$ cat config.mk
export PLATFORM = sky130hd
export DESIGN_NAME = csr_trap_sequencer
export DESIGN_NICKNAME = d
export VERILOG_FILES = /design/src/rtl/csr_pkg.sv /design/src/rtl/csr_trap_sequencer.sv
export SDC_FILE = /design/constraint.sdc
export NUM_CORES = 1
export LEC_CHECK = 0
export ABC_AREA = 1
export ABC_CLOCK_PERIOD_IN_PS = 2050
export CAP_MARGIN = 20
export CORE_MARGIN = 4
export CORE_UTILIZATION = 35
export DETAILED_ROUTE_END_ITERATION = 8
export PLACE_DENSITY = 0.74
export SKIP_CTS_REPAIR_TIMING = 1
export SLEW_MARGIN = 20
export SYNTH_ARGS = -nofsm -noshare
export SYNTH_HDL_FRONTEND = slang
export SYNTH_SLANG_ARGS = --single-unit
export TNS_END_PERCENT = 30
$ cat constraint.sdc
create_clock -name clk -period 2.05 [get_ports clk]
set_input_delay 0.205 -clock clk [delete_from_list [all_inputs] [get_ports clk]]
set_output_delay 0.205 -clock clk [all_outputs]
set_load 0.02 [all_outputs]
$ cat src/rtl/csr_pkg.sv
// Shared CSR constants for the trap sequencer: addresses, write-mode encodings,
// and the sequencer state codes.
package csr_pkg;

    localparam logic [11:0] CSR_MSTATUS = 12'h300;
    localparam logic [11:0] CSR_MIE     = 12'h304;
    localparam logic [11:0] CSR_MTVEC   = 12'h305;
    localparam logic [11:0] CSR_MEPC    = 12'h341;
    localparam logic [11:0] CSR_MCAUSE  = 12'h342;
    localparam logic [11:0] CSR_MIP     = 12'h344;
    localparam logic [11:0] CSR_CYCLE   = 12'hC00;
    localparam logic [11:0] CSR_INSTRET = 12'hC02;

    localparam logic [1:0] WD_WRITE = 2'b00;
    localparam logic [1:0] WD_SET   = 2'b01;
    localparam logic [1:0] WD_CLEAR = 2'b10;

    localparam logic [2:0] ST_IDLE       = 3'd0;
    localparam logic [2:0] ST_SAVE_EPC   = 3'd1;
    localparam logic [2:0] ST_SAVE_CAUSE = 3'd2;
    localparam logic [2:0] ST_CLR_MIE    = 3'd3;
    localparam logic [2:0] ST_READ_VEC   = 3'd4;
    localparam logic [2:0] ST_READ_EPC   = 3'd5;
    localparam logic [2:0] ST_SET_MIE    = 3'd6;
    localparam logic [2:0] ST_REDIRECT   = 3'd7;

    function automatic logic [31:0] align_base(input logic [31:0] v);
        return v & ~32'h3;
    endfunction

endpackage

$ cat src/rtl/csr_trap_sequencer.sv
// CSR access-port initiator: forwards pipeline CSR traffic while idle and
// sequences trap entry / MRET. Optional vectored mtvec: CSR_VECTORED_MODE_EN.
//
// state      | meaning
// IDLE       | forward pipe_* to CSR bus, wait for trap/mret
// SAVE_EPC   | write latched pc to mepc
// SAVE_CAUSE | write latched cause to mcause
// CLR_MIE    | clear mstatus.MIE
// READ_VEC   | read mtvec, latch handler target
// READ_EPC   | read mepc, latch return target
// SET_MIE    | set mstatus.MIE
// REDIRECT   | pulse redirect_valid with latched target
module csr_trap_sequencer
    import csr_pkg::*;
#(
    parameter logic [11:0] MSTATUS_ADDR = CSR_MSTATUS,
    parameter logic [11:0] MTVEC_ADDR   = CSR_MTVEC,
    parameter logic [11:0] MEPC_ADDR    = CSR_MEPC,
    parameter logic [11:0] MCAUSE_ADDR  = CSR_MCAUSE,
    parameter int          MIE_BIT      = 3
) (
    input  logic        clk,
    input  logic        rst,
    input  logic        trap_req,
    input  logic [31:0] trap_cause,
    input  logic [31:0] trap_pc,
    input  logic        mret_req,
    input  logic [11:0] pipe_addr,
    input  logic [31:0] pipe_wdata,
    input  logic        pipe_rd,
    input  logic        pipe_wr,
    input  logic [1:0]  pipe_wd_sel,
    input  logic [31:0] csr_rdata,
    output logic [11:0] csr_addr,
    output logic [31:0] csr_wdata,
    output logic        csr_rd,
    output logic        csr_wr,
    output logic [1:0]  csr_wd_sel,
    output logic        busy,
    output logic        redirect_valid,
    output logic [31:0] redirect_pc
);

    localparam logic [31:0] MIE_MASK = 32'h1 << MIE_BIT;

    logic [2:0]  state;
    logic [31:0] pc_q;
    logic [31:0] cause_q;
    logic [31:0] target_q;
    logic [31:0] vec_target;

    always_comb begin
        vec_target = align_base(csr_rdata);
`ifdef CSR_VECTORED_MODE_EN
        // Vectored mode only offsets interrupts; exceptions still land on base.
        if (csr_rdata[1:0] == 2'b01 && cause_q[31])
            vec_target = vec_target + {25'd0, cause_q[4:0], 2'b00};
`endif
    end

    always_ff @(posedge clk or negedge rst) begin
        if (!rst) begin
            state    <= ST_IDLE;
            pc_q     <= '0;
            cause_q  <= '0;
            target_q <= '0;
        end else begin
            case (state)
                ST_IDLE: begin
                    if (trap_req) begin
                        pc_q    <= trap_pc;
                        cause_q <= trap_cause;
                        state   <= ST_SAVE_EPC;
                    end else if (mret_req) begin
                        state <= ST_READ_EPC;
                    end
                end
                ST_SAVE_EPC:   state <= ST_SAVE_CAUSE;
                ST_SAVE_CAUSE: state <= ST_CLR_MIE;
                ST_CLR_MIE:    state <= ST_READ_VEC;
                ST_READ_VEC: begin
                    target_q <= vec_target;
                    state    <= ST_REDIRECT;
                end
                ST_READ_EPC: begin
                    target_q <= csr_rdata;
                    state    <= ST_SET_MIE;
                end
                ST_SET_MIE:    state <= ST_REDIRECT;
                default:       state <= ST_IDLE;
            endcase
        end
    end

    always_comb begin
        csr_addr       = '0;
        csr_wdata      = '0;
        csr_rd         = 1'b0;
        csr_wr         = 1'b0;
        csr_wd_sel     = WD_WRITE;
        redirect_valid = 1'b0;
        case (state)
            ST_IDLE: begin
                csr_addr   = pipe_addr;
                csr_wdata  = pipe_wdata;
                csr_rd     = pipe_rd;
                csr_wr     = pipe_wr;
                csr_wd_sel = pipe_wd_sel;
            end
            ST_SAVE_EPC: begin
                csr_addr  = MEPC_ADDR;
                csr_wdata = pc_q;
                csr_wr    = 1'b1;
            end
            ST_SAVE_CAUSE: begin
                csr_addr  = MCAUSE_ADDR;
                csr_wdata = cause_q;
                csr_wr    = 1'b1;
            end
            ST_CLR_MIE: begin
                csr_addr   = MSTATUS_ADDR;
                csr_wdata  = MIE_MASK;
                csr_wd_sel = WD_CLEAR;
                csr_wr     = 1'b1;
            end
            ST_READ_VEC: begin
                csr_addr = MTVEC_ADDR;
                csr_rd   = 1'b1;
            end
            ST_READ_EPC: begin
                csr_addr = MEPC_ADDR;
                csr_rd   = 1'b1;
            end
            ST_SET_MIE: begin
                csr_addr   = MSTATUS_ADDR;
                csr_wdata  = MIE_MASK;
                csr_wd_sel = WD_SET;
                csr_wr     = 1'b1;
            end
            default: redirect_valid = 1'b1;
        endcase
    end

    assign busy        = (state != ST_IDLE);
    assign redirect_pc = target_q;

endmodule

Yosys cells after proc, flatten, opt, wreduce, memory -nomap -nowiden
Index checks and enable logic that the tools add are counted.
Storage, ports and cells
  latch bits: 0
  word-level logic and storage cells: 31
  memories kept: 0
  flip-flop bits (word level): 99
  output and inout bits: 82
  bits in read-only memories: 0
  input port bits: 148
  bits in writable memories: 0
Operators by class
  reduce and logical (&&, ||, !) cells: 10
  shift-type cells: 0
  div/mod/pow operators: 0
  multiply operators: 0
  bitwise logic cells: 0
  add/subtract/negate cells: 0
  equality and inequality tests: 7
  mux-type cells: 10
  magnitude comparators: 0
Operators with widths (count)
  $pmux W32 S4: 1
  $pmux W32 S2: 1
  $pmux W12 S5: 1
  $pmux W3 S6: 1
  $eq A3 B3 Y1 const B: 3
  $reduce_or A2 Y1: 4
  $reduce_or A7 Y1: 1
  $eq A3 B2 Y1 const B: 2
  $mux W3: 2
  $pmux W2 S3: 1
  $pmux W1 S2: 2
  $reduce_or A4 Y1: 1
  $eq A3 B1 Y1 const B: 1
  $logic_not A3 Y1: 1
  $ne A3 B3 Y1 const B: 1
  $reduce_bool A3 Y1: 1
  $reduce_and A2 Y1: 1
  $reduce_bool A2 Y1: 1
  $mux W1: 1

Logic depth before layout (Yosys ltp)
Gate-level depths: netlist of the first run.
  depth after elaboration: 3
  mapped depth: 8
  mapped depth without buffers: 6

Least setup slack after synthesis of the first run
No wires, ideal clock.
  kind: register to output
  start point: reg state[0]
  end point: out csr_wdata[0]
  arrival: 1340 ps
  path buffers: 2
  stages on the path, launching flop included: 8
  path slack: 505 ps
  required time: 1845 ps
  cells stage by stage: dfrtp_1 > buf_4 > nor2_1 > nand2_1 > inv_1 > buf_2 > nand2_1 > nand3_1
Between the ends
  word-level cells in the longest chain between the ends: 3
  elaborated cells between the ends (all ways): 7
  classes of those cells: eq/ne: 4; mux: 1; reduce/logical: 2
RTL lines
  start: declaration: RTL line csr_trap_sequencer.sv:46  | logic [2:0] state;
  start signal: assignment: RTL line csr_trap_sequencer.sv:63  | state <= ST_IDLE;
  start signal: assignment: RTL line csr_trap_sequencer.sv:73  | state <= ST_SAVE_EPC;
  start signal: assignment: RTL line csr_trap_sequencer.sv:75  | state <= ST_READ_EPC;
  $eq A3 B3 Y1 / $eq A3 B2 Y1 (equally long branches): RTL line csr_trap_sequencer.sv:102  | case (state)
  $reduce_or A2 Y1 (no source line)
  $pmux W32 S4 *: RTL line csr_trap_sequencer.sv:102
  end: declaration: RTL line csr_trap_sequencer.sv:35  | output logic [31:0] csr_wdata,
Every way passes the cells marked *; elsewhere a longest branch is shown, timed or not.

Worst setup path after layout of the first run
  start point: reg state[1]
  end point: out csr_wdata[15]
Same word-level chain as after synthesis.

==> results of run 1 <==
[worst register-to-register path, stage by stage (launching register included)]
cell	delay (ps)
dfrtp_1	410
buf_12	150
nor2_8	80
nand2_2	60
inv_2	110
buf_4	170
nand2_2	70
buf_12	190
nand2_1	140
nand2_1	60
[per-stage QoR]
stage                     utilization [%]  hold slack [ps]  cells
after floorplan                         -            -90.6    615
after global placement               56.3             18.4   1007
after detailed placement             56.3             17.9   1007
after CTS                            58.6             -364   1023
after global routing                 58.2              217   1025
final                                58.2              208   1025
[state kept, by name (all words and copies together) (netlist names)]
signal / count
cause_q: 32
pc_q: 32
redirect_pc: 32
state: 3
[metal layers]
layer	vias up	track usage [%]	wire (um)
met5	-	0	0
met4	0	9.10	417
met3	28	4.61	893
met2	123	32.5	7350
met1	2095	23.9	6220
li1	2323	-	-
[logic make-up (layout without fill, tap and decap cells)]
kind of cell	after synthesis	in the layout	synth area share, %
and+or+nand+nor	457	457	39.3
DFF	99	99	53.8
buffers and inverters	53	291	6.12
AOI/OAI and AO/OA	6	6	0.734
[power breakdown]
part / internal, mW / leakage, nW / switching [mW]
Combinational: 2.11 / 2.67 / 2.79
Clock: 0.956 / 0.146 / 0.720
Sequential: 2.89 / 1.23 / 0.554
Total: 5.96 / 4.05 / 4.07
[worst paths after layout]
path	start	endpoint
setup / recovery	state[1]	csr_wdata[15]
hold / removal	rst	state[2]
setup reg to reg	state[1]	cause_q[21]
hold reg to reg	pc_q[27]	pc_q[27]
max in group asynchronous	rst	pc_q[20]
min in group clk	trap_pc[27]	pc_q[27]
[placed cells by master, fill, tap and decap left out, types with 4 or more instances in the layout]
master and count:
nand3_1 38, nand2_1 398, clkbuf_8 4, buf_4 16, clkdlybuf4s50_1 178, inv_1 19
dfrtp_1 97, nor2_1 13, clkbuf_16 10, buf_12 7, dlymetal6s2s_1 22, clkbuf_2 28
[final cells by class]
| type | instances | share of cell area [%] |
|---|---|---|
| Inverter | 22 | 1.11 |
| Sequential cell | 99 | 33.5 |
| Tap cell | 172 | 2.91 |
| Clock inverter | 1 | 0.0676 |
| Clock buffer | 15 | 3.89 |
| Timing Repair Buffer | 253 | 33.6 |
| Multi-Input combinational cell | 463 | 24.9 |
==> out/summary.md, run 1 <==
## Run status
• **result of the run** completed

## Pwr
• **overall power** 10.0 mW
• **static power due to leakage** 4.05 nW
• **maximum VDD drop** 0.605 mV
• **Pwr per Cell Area** 1350 nW/um2

## Timing
• **Max Fclk** 517 MHz
• **Slew Viols, Final** 0
• **min Tclk post-route** 1930 ps
• **post-route clock skew** 7.55 ps
• **setup TNS after final layout** 0 ps
• **worst slew pin tran** 442 ps
• **number of hold violations in the final report** 0
• **Final Worst Setup Slack** 116 ps
• **Max-slew headroom** 70.5%
• **Final period util** 94.3%
• **final number of setup-violating endpoints** 0

## Global routing
• **first-pass GRT wire length** 22500 um
• **via count of the first global-routing pass** 4423
• **initial antenna violation count** 0
• **Overflow after GRT** 0
• **GRT Resource Usage Total** 19.5%
• **pin count of the biggest net entering global routing** 65

## Min path
• **Min-Delay Path Class** in -> async

## Clock network
• **CTS root buffer** clkbuf_16
• **H-tree levels** 3
• **Worst-Skew Late Latency** 350 ps
• **Num Clock Sinks** 99
• **clock input transition at the sequential cells of the worst setup and hold paths** 70 ps
• **number of clock buffers inserted by TritonCTS** 9
• **number of buffers on the longest clock path** 2
• **CTS tree** done

## Routing
• **Routed WL** 14900 um
• **vias post-DR** 4569
• **detail-routed net length per standard cell** 14.5 um
• **first drt pass iteration count** 4
• **final routed DRC violation total** 0
• **number of routed nets with antenna violations** 0
• **Iteration-0 DRC Markers** 235
• **via-per-instance ratio** 4.46

## Setup path
• **worst path cell trace** buf_12, nor2_8, nand2_2, inv_2, buf_12, nand2_1, nand3_1, dlymetal6s2s_1
• **Crit path required time** 1850 ps
• **endpoint arrival time on the critical path** 1730 ps
• **cell repeated most along the worst path** buf_12
• **Worst Setup End Kind** output pin
• **cell with the largest stage delay on the worst path** dfrtp_1
• **count of cells along the worst register-to-register path** 9
• **slowest cell delay on critical path** 410 ps
• **crit-path leading delay family** buffers and inverters
• **Critical Path Stages** 8
• **kind of start point of the critical path** register
• **Critical Path Fanout Max** 25
• **Buffers & Inverters on Critical Path** 4
• **CP Class** reg -> out
• **worst setup slack for register-to-register paths** 490 ps

## Floorplan
• **core region area** 12700 um2
• **# IOs** 230
• **Die Wd** 123 um
• **floorplan die height** 123 um
• **total die area** 15000 um2
• **initial core utilization** 36.2%
• **floorplan row count** 41

## Synthesis
• **Post-synth EDFFs** 0
• **syn_area_per_cell** 7.48 um2
• **Synth async-reset ratio** 100%
• **flip-flop cell with the highest count after synthesis** dfrtp_1
• **proportion of synthesized chip area in sequential cells** 53.8%
• **number of warnings printed during yosys synthesis** 0
• **area leader, netlist** dfrtp_1
• **main area contributors after synthesis** dfrtp_1 (54%), nand2_1 (32%), nand3_1 (4.1%)
• **mapped cell area** 4600 um2
• **Commonest cells post-synth** nand2_1 (398), dfrtp_1 (99), nand3_1 (38)
• **gate count after technology mapping** 615
• **register bit count reported by yosys** 99
• **Syn Nets** 763
• **most instantiated library cell after synthesis** nand2_1
• **number of distinct library cell variants in the gate-level netlist after synthesis** 18
• **fraction of post-synthesis cell area in the top cell type by area** 53.8%

## Cells and area
• **area used by multi-input combinational logic** 1840 um2
• **cell area after layout** 7410 um2
• **Final #Nets** 996
• **area used by sequential logic in the layout** 2480 um2
• **number of antenna cells inserted** 0
• **Filler Cell Count** 1254
• **Layout Area Growth over Synthesis** 61.0%
• **layout cells sized above 1** 9.14%

## Placed design
• **final weighted congestion in routability-driven placement** 0.832
• **Cell Area, Placed** 7160 um2
• **IO buf count** 229
• **pre-CTS worst setup slack** 54.7 ps
• **final HPWL from detailed placement** 10800 um

## Job
• **max cap viols** 0

(Power assumes the default switching activity.)
==> inputs of run 2 (changes only) <==
--- a/config.mk
+++ b/config.mk
@@ -12,6 +12,7 @@
 export CORE_UTILIZATION = 35
 export DETAILED_ROUTE_END_ITERATION = 8
 export PLACE_DENSITY = 0.74
+export SETUP_SLACK_MARGIN = 0.02
 export SKIP_CTS_REPAIR_TIMING = 1
 export SLEW_MARGIN = 20
 export SYNTH_ARGS = -nofsm -noshare
==> out/summary.md, run 2 (synthesis gave the netlist of run 1 again) <==
## Min path
• **Min-Delay Path Class** in -> async

## Setup path
• **endpoint of the worst register-to-register path** cause_q[21]
• **worst flop-to-flop path startpoint** state[1]
• **cell repeated most along the worst path** buf_12
• **count of cells along the worst register-to-register path** 9, unchanged
• **Critical Path Fanout Max** 25, unchanged
• **Crit path required time** 1850 ps, about the same
• **endpoint arrival time on the critical path** 1690 ps, -40 ps
• **CP Class** reg -> out
• **cell with the largest stage delay on the worst path** dfrtp_1
• **worst setup slack for register-to-register paths** 490 ps, about the same
• **Buffers & Inverters on Critical Path** 4, unchanged
• **crit-path leading delay family** buffers and inverters
• **slowest cell delay on critical path** 410 ps, about the same
• **Worst Setup End Kind** output pin
• **worst path cell trace** buf_12, nor2_8, nand2_2, inv_2, buf_12, nand2_1, nand3_1, clkbuf_2
• **kind of start point of the critical path** register

## Timing
• **Final Worst Setup Slack** 155 ps, +38.2 ps
• **number of hold violations in the final report** 0, unchanged
• **Max-slew headroom** 70.9%, +0.37 points
• **min Tclk post-route** 1900 ps, -38.2 ps
• **Final period util** 92.5%, -1.9 points
• **final number of setup-violating endpoints** 0, unchanged
• **Slew Viols, Final** 0, unchanged
• **post-route clock skew** 6.58 ps, -0.962 ps
• **Max Fclk** 528 MHz, +2.0%
• **setup TNS after final layout** 0 ps, unchanged
• **RSZ-0062 raised after global routing** no
• **worst slew pin tran** 437 ps, -5.51 ps

## Floorplan
• **Die Wd** 123 um, unchanged
• **core region area** 12700 um2, unchanged
• **# IOs** 230, unchanged
• **floorplan die height** 123 um, unchanged
• **total die area** 15000 um2, unchanged
• **initial core utilization** 36.2%, unchanged
• **floorplan row count** 41, unchanged

## Routing
• **Routed WL** 14800 um, -0.19%
• **final routed DRC violation total** 0, unchanged
• **number of routed nets with antenna violations** 0, unchanged
• **first drt pass iteration count** 4, unchanged
• **Iteration-0 DRC Markers** 231, -1.7%
• **detail-routed net length per standard cell** 14.5 um, -0.19%
• **via-per-instance ratio** 4.44, -0.39%
• **vias post-DR** 4551, -0.39%

## Pwr
• **maximum VDD drop** 0.605 mV, about the same
• **clock network fraction of design power** 16.8%, about the same
• **fraction of power spent switching nets** 40.7%, +0.10 points
• **Internal Dissipation** 5.94 mW, -0.32%
• **net switching component of the power** 4.07 mW, about the same
• **share of power burned in combinational logic** 48.8%, -0.2 points
• **share of power burned in registers** 34.4%, about the same
• **static power due to leakage** 4.00 nW, -1.1%
• **Pwr per Cell Area** 1360 nW/um2, +0.15%

## Clock network
• **Worst-Skew Late Latency** 350 ps, about the same
• **number of buffers on the longest clock path** 2, unchanged
• **CTS root buffer** clkbuf_16
• **H-tree levels** 3, unchanged
• **Num Clock Sinks** 99, unchanged
• **CTS tree** done
• **clock input transition at the sequential cells of the worst setup and hold paths** 70 ps, about the same
• **number of clock buffers inserted by TritonCTS** 9, unchanged

## Cells and area
• **Final #Nets** 996, unchanged
• **commonest non-fill, non-tap cell in the layout** nand2_1
• **non-filler cells, final** 1025, unchanged
• **Layout Area Growth over Synthesis** 60.5%
• **most used cells in the layout excluding fill and tap cells** nand2_1 (398), clkdlybuf4s50_1 (178), dfrtp_1 (97), nand3_1 (38), clkbuf_2 (28)
• **layout cells sized above 1** 9.50%, +0.35 points
• **number of antenna cells inserted** 0, unchanged

## Global routing
• **GRT Resource Usage Total** 19.5%, unchanged
• **first-pass GRT wire length** 22500 um, unchanged
• **Overflow after GRT** 0, unchanged
• **pin count of the biggest net entering global routing** 65, unchanged
• **via count of the first global-routing pass** 4423, unchanged
• **initial antenna violation count** 0, unchanged

## Placed design
• **IO buf count** 229, unchanged
• **final weighted congestion in routability-driven placement** 0.832, unchanged
• **pre-CTS worst setup slack** 54.7 ps, unchanged
• **number of placed instances, taps included** 1007, unchanged
• **final HPWL from detailed placement** 10800 um, unchanged

## Job
• **max cap viols** 0, unchanged

## Run status
• **result of the run** completed

-- run 2: cell count changes in the layout (fill, tap and decap cells not counted), sizes merged --
cell / before / now
dlymetal6s2s: 22 / 19
buf: 23 / 26
-- run 2: cell type report --
class,instances,area (um2)
Timing Repair Buffer,253,2470
Inverter,22,82.6
Sequential cell,99,2480
Fill cell,1257,5340
Clock buffer,15,288
Tap cell,172,215
Clock inverter,1,5.00
Multi-Input combinational cell,463,1840
-- run 2: worst max-delay path by stage --
stage,startpoint,endpoint,cells after the start
2_1_floorplan,state[0],csr_wdata[0],7
3_3_place_gp,state[0],csr_wdata[2],7
3_5_place_dp,state[0],csr_wdata[1],7
4_1_cts,state[0],csr_wdata[1],7
5_1_grt,state[0],csr_wdata[24],7
6_report,state[1],csr_wdata[1],8
-- run 2: worst register-to-register path, delay by kind of cell (launching register included) --
family                 cells  cell delay [ps]
buffers and inverters      4              630
DFF                        1              410
and+or+nand+nor            5              420
-- run 2: through the flow --
| stage | hold slack, ps | total power [mW] | area (um2) | util, % |
|---|---|---|---|---|
| after global placement | 18.4 | 8.56 | 7160 | 56.3 |
| final | 209 | 10.0 | 7380 | 58.0 |
| after global routing | 217 | 10.8 | 7380 | 58.0 |
| after floorplan | -90.6 | 6.09 | 4600 | - |
| after CTS | -364 | 10.4 | 7450 | 58.6 |
| after detailed placement | 17.9 | 8.64 | 7160 | 56.3 |
-- run 2: power by group through the flow --
stage	sequential, mW	clock [mW]	combinational [mW]
after floorplan	3.68	0	2.41
after global placement	3.44	0	5.12
after detailed placement	3.46	0	5.18
after CTS	3.44	1.72	5.20
after global routing	3.57	1.80	5.39
final	3.44	1.68	4.89
-- run 2: metal layers --
layer / track usage, % / vias to the layer above / share of wire [%]
li1: - / 2320 / -
met1: 23.9 / 2080 / 42
met2: 32.5 / 123 / 50
met3: 4.61 / 28 / 5.9
met4: 9.10 / 0 / 2.7
met5: 0 / - / 0
==> inputs of run 3 (changes only) <==
--- a/config.mk
+++ b/config.mk
@@ -8,8 +8,10 @@
 export ABC_AREA = 1
 export ABC_CLOCK_PERIOD_IN_PS = 2050
 export CAP_MARGIN = 20
+export CORE_ASPECT_RATIO = 1.25
 export CORE_MARGIN = 4
 export CORE_UTILIZATION = 35
+export CTS_CLUSTER_SIZE = 12
 export DETAILED_ROUTE_END_ITERATION = 8
 export PLACE_DENSITY = 0.74
 export SETUP_SLACK_MARGIN = 0.02
==> out/summary.md, run 3 (synthesis gave the netlist of run 1 again) <==
## Run status
• **result of the run** completed

## Cells and area
• **Filler Cell Count** 1197, -4.8%
• **most used cells in the layout excluding fill and tap cells** nand2_1 (398), clkdlybuf4s50_1 (179), dfrtp_1 (96), nand3_1 (38), dlymetal6s2s_1 (29)
• **layout cells sized above 1** 7.90%, -1.6 points
• **commonest non-fill, non-tap cell in the layout** nand2_1
• **Layout Area Growth over Synthesis** 61.4%
• **number of antenna cells inserted** 0, unchanged
• **cell area after layout** 7420 um2, +0.53%
• **non-filler cells, final** 1016, -0.88%
• **Layout Utilization** 58.1%, about the same
• **Final #Nets** 994, -0.20%

## Routing
• **first drt pass iteration count** 4, unchanged
• **Iteration-0 DRC Markers** 235, +1.7%
• **detail-routed net length per standard cell** 14.0 um, -3.2%
• **number of routed nets with antenna violations** 0, unchanged
• **Routed WL** 14200 um, -4.1%
• **vias post-DR** 4580, +0.64%
• **via-per-instance ratio** 4.51, +1.5%
• **final routed DRC violation total** 0, unchanged

## Clock network
• **number of buffers on the longest clock path** 2, unchanged
• **Worst-Skew Late Latency** 330 ps, -20 ps
• **CTS root buffer** clkbuf_16
• **Num Clock Sinks** 99, unchanged
• **clock input transition at the sequential cells of the worst setup and hold paths** 70 ps, about the same
• **CTS tree** done
• **number of clock buffers inserted by TritonCTS** 9, unchanged
• **H-tree levels** 3, unchanged

## Timing
• **setup TNS after final layout** 0 ps, unchanged
• **post-route clock skew** 4.54 ps, -2.04 ps
• **worst slew pin tran** 466 ps, +29.0 ps
• **Final Worst Setup Slack** 120 ps, -34.7 ps
• **min Tclk post-route** 1930 ps, +34.7 ps
• **Slew Viols, Final** 0, unchanged
• **final hold slack** 373 ps, +165 ps
• **RSZ-0062 raised after global routing** no
• **final number of setup-violating endpoints** 0, unchanged
• **number of hold violations in the final report** 0, unchanged
• **Max Fclk** 518 MHz, -1.8%
• **Max-slew headroom** 69.0%, -1.9 points
• **Final period util** 94.1%, +1.7 points

## Setup path
• **Buffers & Inverters on Critical Path** 3, -1
• **endpoint arrival time on the critical path** 1730 ps, +40 ps
• **CP Class** reg -> out
• **worst path cell trace** inv_1, nand2_1, nor2_4, buf_12, nand2_1, nand3_1, dlymetal6s2s_1
• **Worst Setup End Kind** output pin
• **slowest cell delay on critical path** 470 ps, +60 ps
• **cell with the largest stage delay on the worst path** dfrtp_2
• **cell repeated most along the worst path** nand2_1
• **kind of start point of the critical path** register
• **Crit path required time** 1850 ps, about the same
• **Critical Path Fanout Max** 27, +8.0%
• **crit-path leading delay family** buffers and inverters

## Pwr
• **overall power** 9.91 mW, -0.96%
• **maximum VDD drop** 0.708 mV, +17%
• **Pwr per Cell Area** 1340 nW/um2, -1.5%
• **static power due to leakage** 4.13 nW, +3.3%

## Job
• **max cap viols** 0, unchanged

## Placed design
• **IO buf count** 229, unchanged
• **number of placed instances, taps included** 1002, -0.50%
• **final HPWL from detailed placement** 10600 um, -1.2%
• **final weighted congestion in routability-driven placement** 0.813, -2.3%
• **pre-CTS worst setup slack** 8.85 ps, -45.9 ps
• **Cell Area, Placed** 7160 um2, about the same

## Global routing
• **initial antenna violation count** 2, +2
• **first-pass GRT wire length** 22400 um, -0.61%
• **Overflow after GRT** 0, unchanged
• **pin count of the biggest net entering global routing** 65, unchanged
• **GRT Resource Usage Total** 18.4%, -1.1 points
• **via count of the first global-routing pass** 4497, +1.7%

## Floorplan
• **initial core utilization** 36.0%, -0.16 points
• **# IOs** 230, unchanged
• **floorplan row count** 46, +12%
• **core region area** 12800 um2, +0.43%
• **floorplan die height** 136 um, +11%
• **total die area** 15100 um2, about the same
• **Die Wd** 111 um, -9.9%

## Min path
• **Min-Delay Path Class** in -> async

[run 3: final timing paths]
check / start / endpoint / slack, ps / depth (start not counted)
setup / recovery: state[1] / csr_wdata[19] / 120 / 7
hold / removal: rst / redirect_pc[16] / 370 / 2
setup reg to reg: state[0] / cause_q[30] / 390 / 7
hold reg to reg: pc_q[1] / pc_q[1] / 470 / 2
max in group asynchronous: rst / redirect_pc[21] / 990 / 3
min in group clk: csr_rdata[22] / redirect_pc[22] / 400 / 3
[run 3: report_power, final]
part | switching, mW | total [mW] | internal, mW
combinational | 2.75 | 4.87 | 2.13
clock | 0.681 | 1.60 | 0.919
sequential | 0.550 | 3.44 | 2.89
total | 3.98 | 9.91 | 5.94
[run 3: cell type report]
cell class                      count  area, um2  area share (%)
Sequential cell                    99       2480            33.4
Timing Repair Buffer              251       2530            34.1
Multi-Input combinational cell    463       1850            24.9
Clock buffer                        9        225            3.03
Tap cell                          168        210            2.83
Clock inverter                      4       45.0           0.607
Inverter                           22       82.6            1.11
[run 3: routing by layer]
layer	GRT usage [%]	up-vias	share of wire, %
met5	0	-	0.19
met4	5.54	4	1.8
met3	6.63	22	7.3
met2	32.3	152	50
met1	21.1	2087	40
li1	-	2315	-
